===== src/rtl/ixc_assign_pkg.sv =====
// rtl/ixc_assign_pkg.sv - shared constants, force-state type and parameter check for ixc_assign_pipe
package ixc_assign_pkg;

    localparam int MAX_STAGES = 8;

    typedef enum logic {
        FREE   = 1'b0,
        FORCED = 1'b1
    } force_state_e;

    // STAGES must lie in 0..MAX_STAGES.
    function automatic bit stages_legal(input int s);
        return (s >= 0) && (s <= MAX_STAGES);
    endfunction

endpackage


===== src/rtl/ixc_assign_pipe_if.sv =====
// rtl/ixc_assign_pipe_if.sv - source/force/destination signal bundle for ixc_assign_pipe
interface ixc_assign_pipe_if #(
    parameter int WIDTH = 6
);
    logic             en;
    logic [WIDTH-1:0] R;
    logic             force_req;
    logic [WIDTH-1:0] force_val;
    logic [WIDTH-1:0] force_mask;
    logic             release_req;
    logic [WIDTH-1:0] L;
    logic             valid;
    logic             forced;

    modport master (
        output en, R, force_req, force_val, force_mask, release_req,
        input  L, valid, forced
    );

    modport slave (
        input  en, R, force_req, force_val, force_mask, release_req,
        output L, valid, forced
    );
endinterface


===== src/rtl/ixc_assign_stage.sv =====
// rtl/ixc_assign_stage.sv - one enabled pipeline register with synchronous clear
module ixc_assign_stage #(
    parameter int WIDTH = 6
) (
    input  logic             clk,
    input  logic             rst,
    input  logic             en,
    input  logic [WIDTH-1:0] d,
    output logic [WIDTH-1:0] q
);

    // Capture d on enabled edges; reset wins over enable.
    always_ff @(posedge clk) begin
        if (rst) begin
            q <= '0;
        end else if (en) begin
            q <= d;
        end
    end

endmodule


===== src/rtl/ixc_assign_pipe.sv =====
// rtl/ixc_assign_pipe.sv - delayed assignment L <= R with per-bit force/release overlay
module ixc_assign_pipe
    import ixc_assign_pkg::*;
#(
    parameter int WIDTH    = 6,
    parameter int STAGES   = 2,
    parameter int FORCE_EN = 1
) (
    input  logic              clk,
    input  logic              rst,
    ixc_assign_pipe_if.slave  bus
);

    localparam int CW = $clog2(MAX_STAGES + 1);

    if (!stages_legal(STAGES)) begin : g_bad_stages
        $error("ixc_assign_pipe: STAGES out of range 0..8");
    end

    // taps[0] is the live source, taps[k] the output of stage k-1.
    logic [STAGES:0][WIDTH-1:0] taps;
    logic [WIDTH-1:0]           pipe_out;
    logic [WIDTH-1:0]           mask_eff;
    logic [WIDTH-1:0]           val_eff;
    logic                       force_on;

    assign taps[0] = bus.R;

    for (genvar k = 0; k < STAGES; k++) begin : g_stage
        ixc_assign_stage #(.WIDTH(WIDTH)) u_stage (
            .clk (clk),
            .rst (rst),
            .en  (bus.en),
            .d   (taps[k]),
            .q   (taps[k+1])
        );
    end

    assign pipe_out = taps[STAGES];

    if (STAGES == 0) begin : g_no_fill
        assign bus.valid = 1'b1;
    end else begin : g_fill
        logic [CW-1:0] fill_q;

        // Count enabled edges since reset, saturating once the pipe is full.
        always_ff @(posedge clk) begin
            if (rst) begin
                fill_q <= '0;
            end else if (bus.en && (fill_q != CW'(STAGES))) begin
                fill_q <= fill_q + CW'(1);
            end
        end

        assign bus.valid = (fill_q == CW'(STAGES));
    end

    if (FORCE_EN != 0) begin : g_force
        force_state_e     state_q;
        force_state_e     state_d;
        logic [WIDTH-1:0] mask_q;
        logic [WIDTH-1:0] mask_d;
        logic [WIDTH-1:0] val_q;
        logic [WIDTH-1:0] val_d;
        logic [WIDTH-1:0] base_mask;

        // Force state, mask and value registers.
        always_ff @(posedge clk) begin
            if (rst) begin
                state_q <= FREE;
                mask_q  <= '0;
                val_q   <= '0;
            end else begin
                state_q <= state_d;
                mask_q  <= mask_d;
                val_q   <= val_d;
            end
        end

        // Release is applied before a same-cycle force, so the new mask is
        // exactly force_mask in that case; an all-zero force mask is a no-op.
        always_comb begin
            base_mask = bus.release_req ? '0 : mask_q;
            mask_d    = base_mask;
            val_d     = val_q;
            if (bus.force_req && (bus.force_mask != '0)) begin
                mask_d = base_mask | bus.force_mask;
                if (base_mask == '0) begin
                    val_d = bus.force_val;
                end else begin
                    val_d = (val_q & ~bus.force_mask) | (bus.force_val & bus.force_mask);
                end
            end
            state_d = (mask_d != '0) ? FORCED : FREE;
        end

        assign mask_eff = mask_q;
        assign val_eff  = val_q;
        assign force_on = (state_q == FORCED);
    end else begin : g_no_force
        assign mask_eff = '0;
        assign val_eff  = '0;
        assign force_on = 1'b0;
    end

    assign bus.L      = (val_eff & mask_eff) | (pipe_out & ~mask_eff);
    assign bus.forced = force_on;

endmodule


===== src/flat_wrapper.sv =====
// flat-port wrapper written by rule: the top's interface ports become plain ports
module ixc_assign_pipe_flat import ixc_assign_pkg::*;
#(
    parameter int WIDTH    = 6,
    parameter int STAGES   = 2,
    parameter int FORCE_EN = 1
)
  (clk, rst, bus_en, bus_R, bus_force_req, bus_force_val, bus_force_mask, bus_release_req, bus_L, bus_valid, bus_forced);
  ixc_assign_pipe_if #(.WIDTH(WIDTH)) bus_i ();
  input  logic clk;
  input  logic rst;
  input wire logic [$bits(bus_i.en)-1:0] bus_en;
  input wire logic [$bits(bus_i.R)-1:0] bus_R;
  input wire logic [$bits(bus_i.force_req)-1:0] bus_force_req;
  input wire logic [$bits(bus_i.force_val)-1:0] bus_force_val;
  input wire logic [$bits(bus_i.force_mask)-1:0] bus_force_mask;
  input wire logic [$bits(bus_i.release_req)-1:0] bus_release_req;
  output wire logic [$bits(bus_i.L)-1:0] bus_L;
  output wire logic [$bits(bus_i.valid)-1:0] bus_valid;
  output wire logic [$bits(bus_i.forced)-1:0] bus_forced;
  assign bus_i.en = bus_en;
  assign bus_i.R = bus_R;
  assign bus_i.force_req = bus_force_req;
  assign bus_i.force_val = bus_force_val;
  assign bus_i.force_mask = bus_force_mask;
  assign bus_i.release_req = bus_release_req;
  assign bus_L = bus_i.L;
  assign bus_valid = bus_i.valid;
  assign bus_forced = bus_i.forced;
  ixc_assign_pipe #(.WIDTH(WIDTH), .STAGES(STAGES), .FORCE_EN(FORCE_EN)) u_core (.clk(clk), .rst(rst), .bus(bus_i));
endmodule

===== config.mk =====
export PLATFORM = sky130hd
export DESIGN_NAME = ixc_assign_pipe_flat
export DESIGN_NICKNAME = d
export VERILOG_FILES = /design/src/rtl/ixc_assign_pkg.sv /design/src/rtl/ixc_assign_pipe_if.sv /design/src/rtl/ixc_assign_stage.sv /design/src/rtl/ixc_assign_pipe.sv /design/src/flat_wrapper.sv
export SDC_FILE = /design/constraint.sdc
export NUM_CORES = 1
export LEC_CHECK = 0
export ABC_AREA = 1
export CAP_MARGIN = 40
export CORE_MARGIN = 1.5
export CORE_UTILIZATION = 53
export DETAILED_ROUTE_END_ITERATION = 12
export PLACE_DENSITY = 0.95
export SLEW_MARGIN = 20
export SYNTH_ARGS = -nofsm -noshare
export SYNTH_HDL_FRONTEND = slang
export SYNTH_HIERARCHICAL = 1
export SYNTH_SLANG_ARGS = --single-unit

===== constraint.sdc =====
create_clock -name clk -period 2.2 [get_ports clk]
set_clock_uncertainty 0.1 [all_clocks]
set_input_delay 0.44 -clock clk [delete_from_list [all_inputs] [get_ports clk]]
set_output_delay 0.44 -clock clk [all_outputs]
set_load 0.1 [all_outputs]

==> results.json <==
{
  "post-place-ws_ns": 0.360,
  "via_per_inst": 4.88,
  "drtIter0Drc": 25,
  "rows": 18,
  "grt_pass1_vias": 1110,
  "critPathCaptureType": "output port",
  "leakagePower_nw": 0.906,
  "grtUsageTotal_pct": 22.0,
  "cts_resized": 0,
  "min_path_type": "flip-flop to flip-flop",
  "rsz0062_at_grt": "false",
  "status": "finished clean",
  "required_ns": 1.66,
  "grt_antenna_before_repair": 0,
  "critPathMaxFanout": 3,
  "grt_overflow": 0,
  "yosysWarnings": 6,
  "setup_slack_ns": 0.355,
  "drv_slew": 0,
  "postCtsSetupRepairBufs": 0,
  "ir_worst_vdd_v": 0.000501,
  "path_clk_slew_ns": 0.09,
  "syn_avg_cell_area_sq_um": 7.03,
  "multi_input_area_sq_um": 646,
  "worstSetupPathType": "flip-flop to output port",
  "diodes": 0,
  "syn_area_sq_um": 1390,
  "ys_seq_area_share_pct": 41.7,
  "hpwlAfterDp_mm": 2.10,
  "arrival_ns": 1.31,
  "finalHoldViolCount": 0,
  "drv_cap": 0,
  "htreeDepth": 2,
  "regArea_sq_um": 581,
  "wl_mm": 2.82,
  "clockRootBuffer": "clkbuf_4",
  "hold_path_depth": 2,
  "area_growth_pct": 32.4,
  "drtAntennaViolNets": 0,
  "io_buffer_count": 30,
  "grt_max_degree": 25,
  "period_share_pct": 83.9,
  "grt_pass1_wl_mm": 4.56,
  "vias": 1288,
  "nets": 258,
  "timing_worst_slew_pin_value_ns": 0.294,
  "drc": 0,
  "synth_cell_types": 20,
  "place_congestion": 0.862,
  "clk_latency_ns": 0.33,
  "ios": 31,
  "syn_inst": 198,
  "die_w_um": 54.3,
  "r2r.worst_path.cells": 8,
  "syn_nets": 223,
  "first_pass_iters": 4,
  "numCtsBuffers": 5,
  "post_drt_wl_per_cell_um": 10.7,
  "cts_tree": "built",
  "fmax_ghz": 0.542,
  "postCtsHoldBufs": 0,
  "power.density_nw_per_um2": 696,
  "clock_sinks": 29,
  "layout-drive-gt1-share_pct": 14.5,
  "dieArea_sq_um": 2940,
  "total_power_w": 0.00128,
  "clockBufferDepth": 2,
  "initial_core_util_pct": 56.2,
  "ys_ff_latch": 29,
  "worstSetupStartpointType": "flip-flop",
  "finalCriticalPeriod_ns": 1.85,
  "max-slew-margin-rel_pct": 80.3,
  "fin_tns_setup_ns": 0,
  "finalSetupViolCount": 0,
  "fp.coreArea_sq_um": 2480,
  "fill_cells": 179,
  "die_h_um": 54.3
}
[cell type report]
type,instances,share of cell area (%)
inverters,34,6.92
repair buffers,32,20.8
multi-input cells,131,35.0
clock inverters,1,0.271
well taps,30,2.04
clock buffers,7,3.53
flip-flops and latches,29,31.5
[cell usage in the layout, fill, tap and decap left out]
cell type / netlist / final
buf_4: 0 / 3
nand4_1: 1 / 1
clkbuf_8: 0 / 2
a21oi_1: 14 / 14
clkinv_2: 0 / 1
inv_2: 2 / 2
a22oi_1: 2 / 2
mux2_2: 6 / 6
nor2_2: 1 / 1
ha_1: 2 / 2
nor2_1: 38 / 38
clkinv_1: 1 / 1
nand3_1: 10 / 10
o21ai_1: 1 / 1
nand4_2: 1 / 1
nand2_2: 1 / 1
nand3_2: 5 / 5
buf_12: 0 / 7
nand2_1: 45 / 45
o21ai_0: 4 / 4
dfxtp_1: 29 / 29
clkdlybuf4s50_1: 0 / 22
inv_1: 31 / 31
clkbuf_4: 0 / 5
[cells in the mapped netlist (all sizes together)]
cell,n,area (sq um)
a21oi,14,70.1
ha,2,25.0
dfxtp,29,581
mux2,6,67.6
clkinv,1,3.75
inv,33,124
nand4,2,18.8
o21ai,5,25.0
buf,4,38.8
nor2,39,149
nand2,46,175
nand3,15,100
a22oi,2,15.0
[routing by layer]
| metal | track usage, % | up-vias | routed length, um |
|---|---|---|---|
| met2 | 36.5 | 42 | 1300 |
| met3 | 7.38 | 7 | 199 |
| li1 | - | 680 | - |
| met4 | 9.17 | 0 | 63 |
| met1 | 25.9 | 559 | 1250 |
| met5 | 0 | - | 0 |
[kinds of logic after synthesis]
family / count (synthesis) / share of synthesized area (%)
multiplexers: 6 / 4.85
AND/OR/NAND/NOR: 102 / 31.8
flip-flops: 29 / 41.7
adder cells (fa/ha/maj): 2 / 1.80
AO/OA/AOI/OAI: 21 / 7.91
buffers and inverters: 38 / 11.9
[per-stage QoR]
stage	area (sq um)	instances	utilization [%]	hold WS (ns)
6_report	1840	264	74.4	0.376
5_1_grt	1840	264	74.4	0.398
4_1_cts	1840	264	74.4	0.375
3_5_place_dp	1770	256	71.6	0.363
3_3_place_gp	1770	256	71.6	0.354
2_1_floorplan	1390	198	-	0.341
[worst max-delay path: stages (launching register included)]
cell and delay, ns:
dfxtp_1 0.41, mux2_2 0.39, buf_12 0.17
[final timing paths]
path / end / startpoint / slack (ns)
hold reg to reg: u_core/g_stage[0].u_stage/q[4]$_SDFFE_PP0P_ / u_core/g_stage[0].u_stage/q[4]$_SDFFE_PP0P_ / 0.38
setup reg to reg: u_core/g_fill.fill_q[3]$_SDFFE_PP0P_ / u_core/g_fill.fill_q[0]$_SDFFE_PP0P_ / 0.78
hold / removal: u_core/g_stage[0].u_stage/q[4]$_SDFFE_PP0P_ / u_core/g_stage[0].u_stage/q[4]$_SDFFE_PP0P_ / 0.38
setup / recovery: bus_L[5] / u_core/g_force.mask_q[5]$_SDFF_PP0_ / 0.35
[power breakdown]
group / total, W / switching [W] / internal [W]
logic: 0.000335 / 0.000200 / 0.000135
clock network: 0.000363 / 0.000178 / 0.000185
registers: 0.000586 / 0.0000240 / 0.000562
Power figures use the tool's default switching activity.
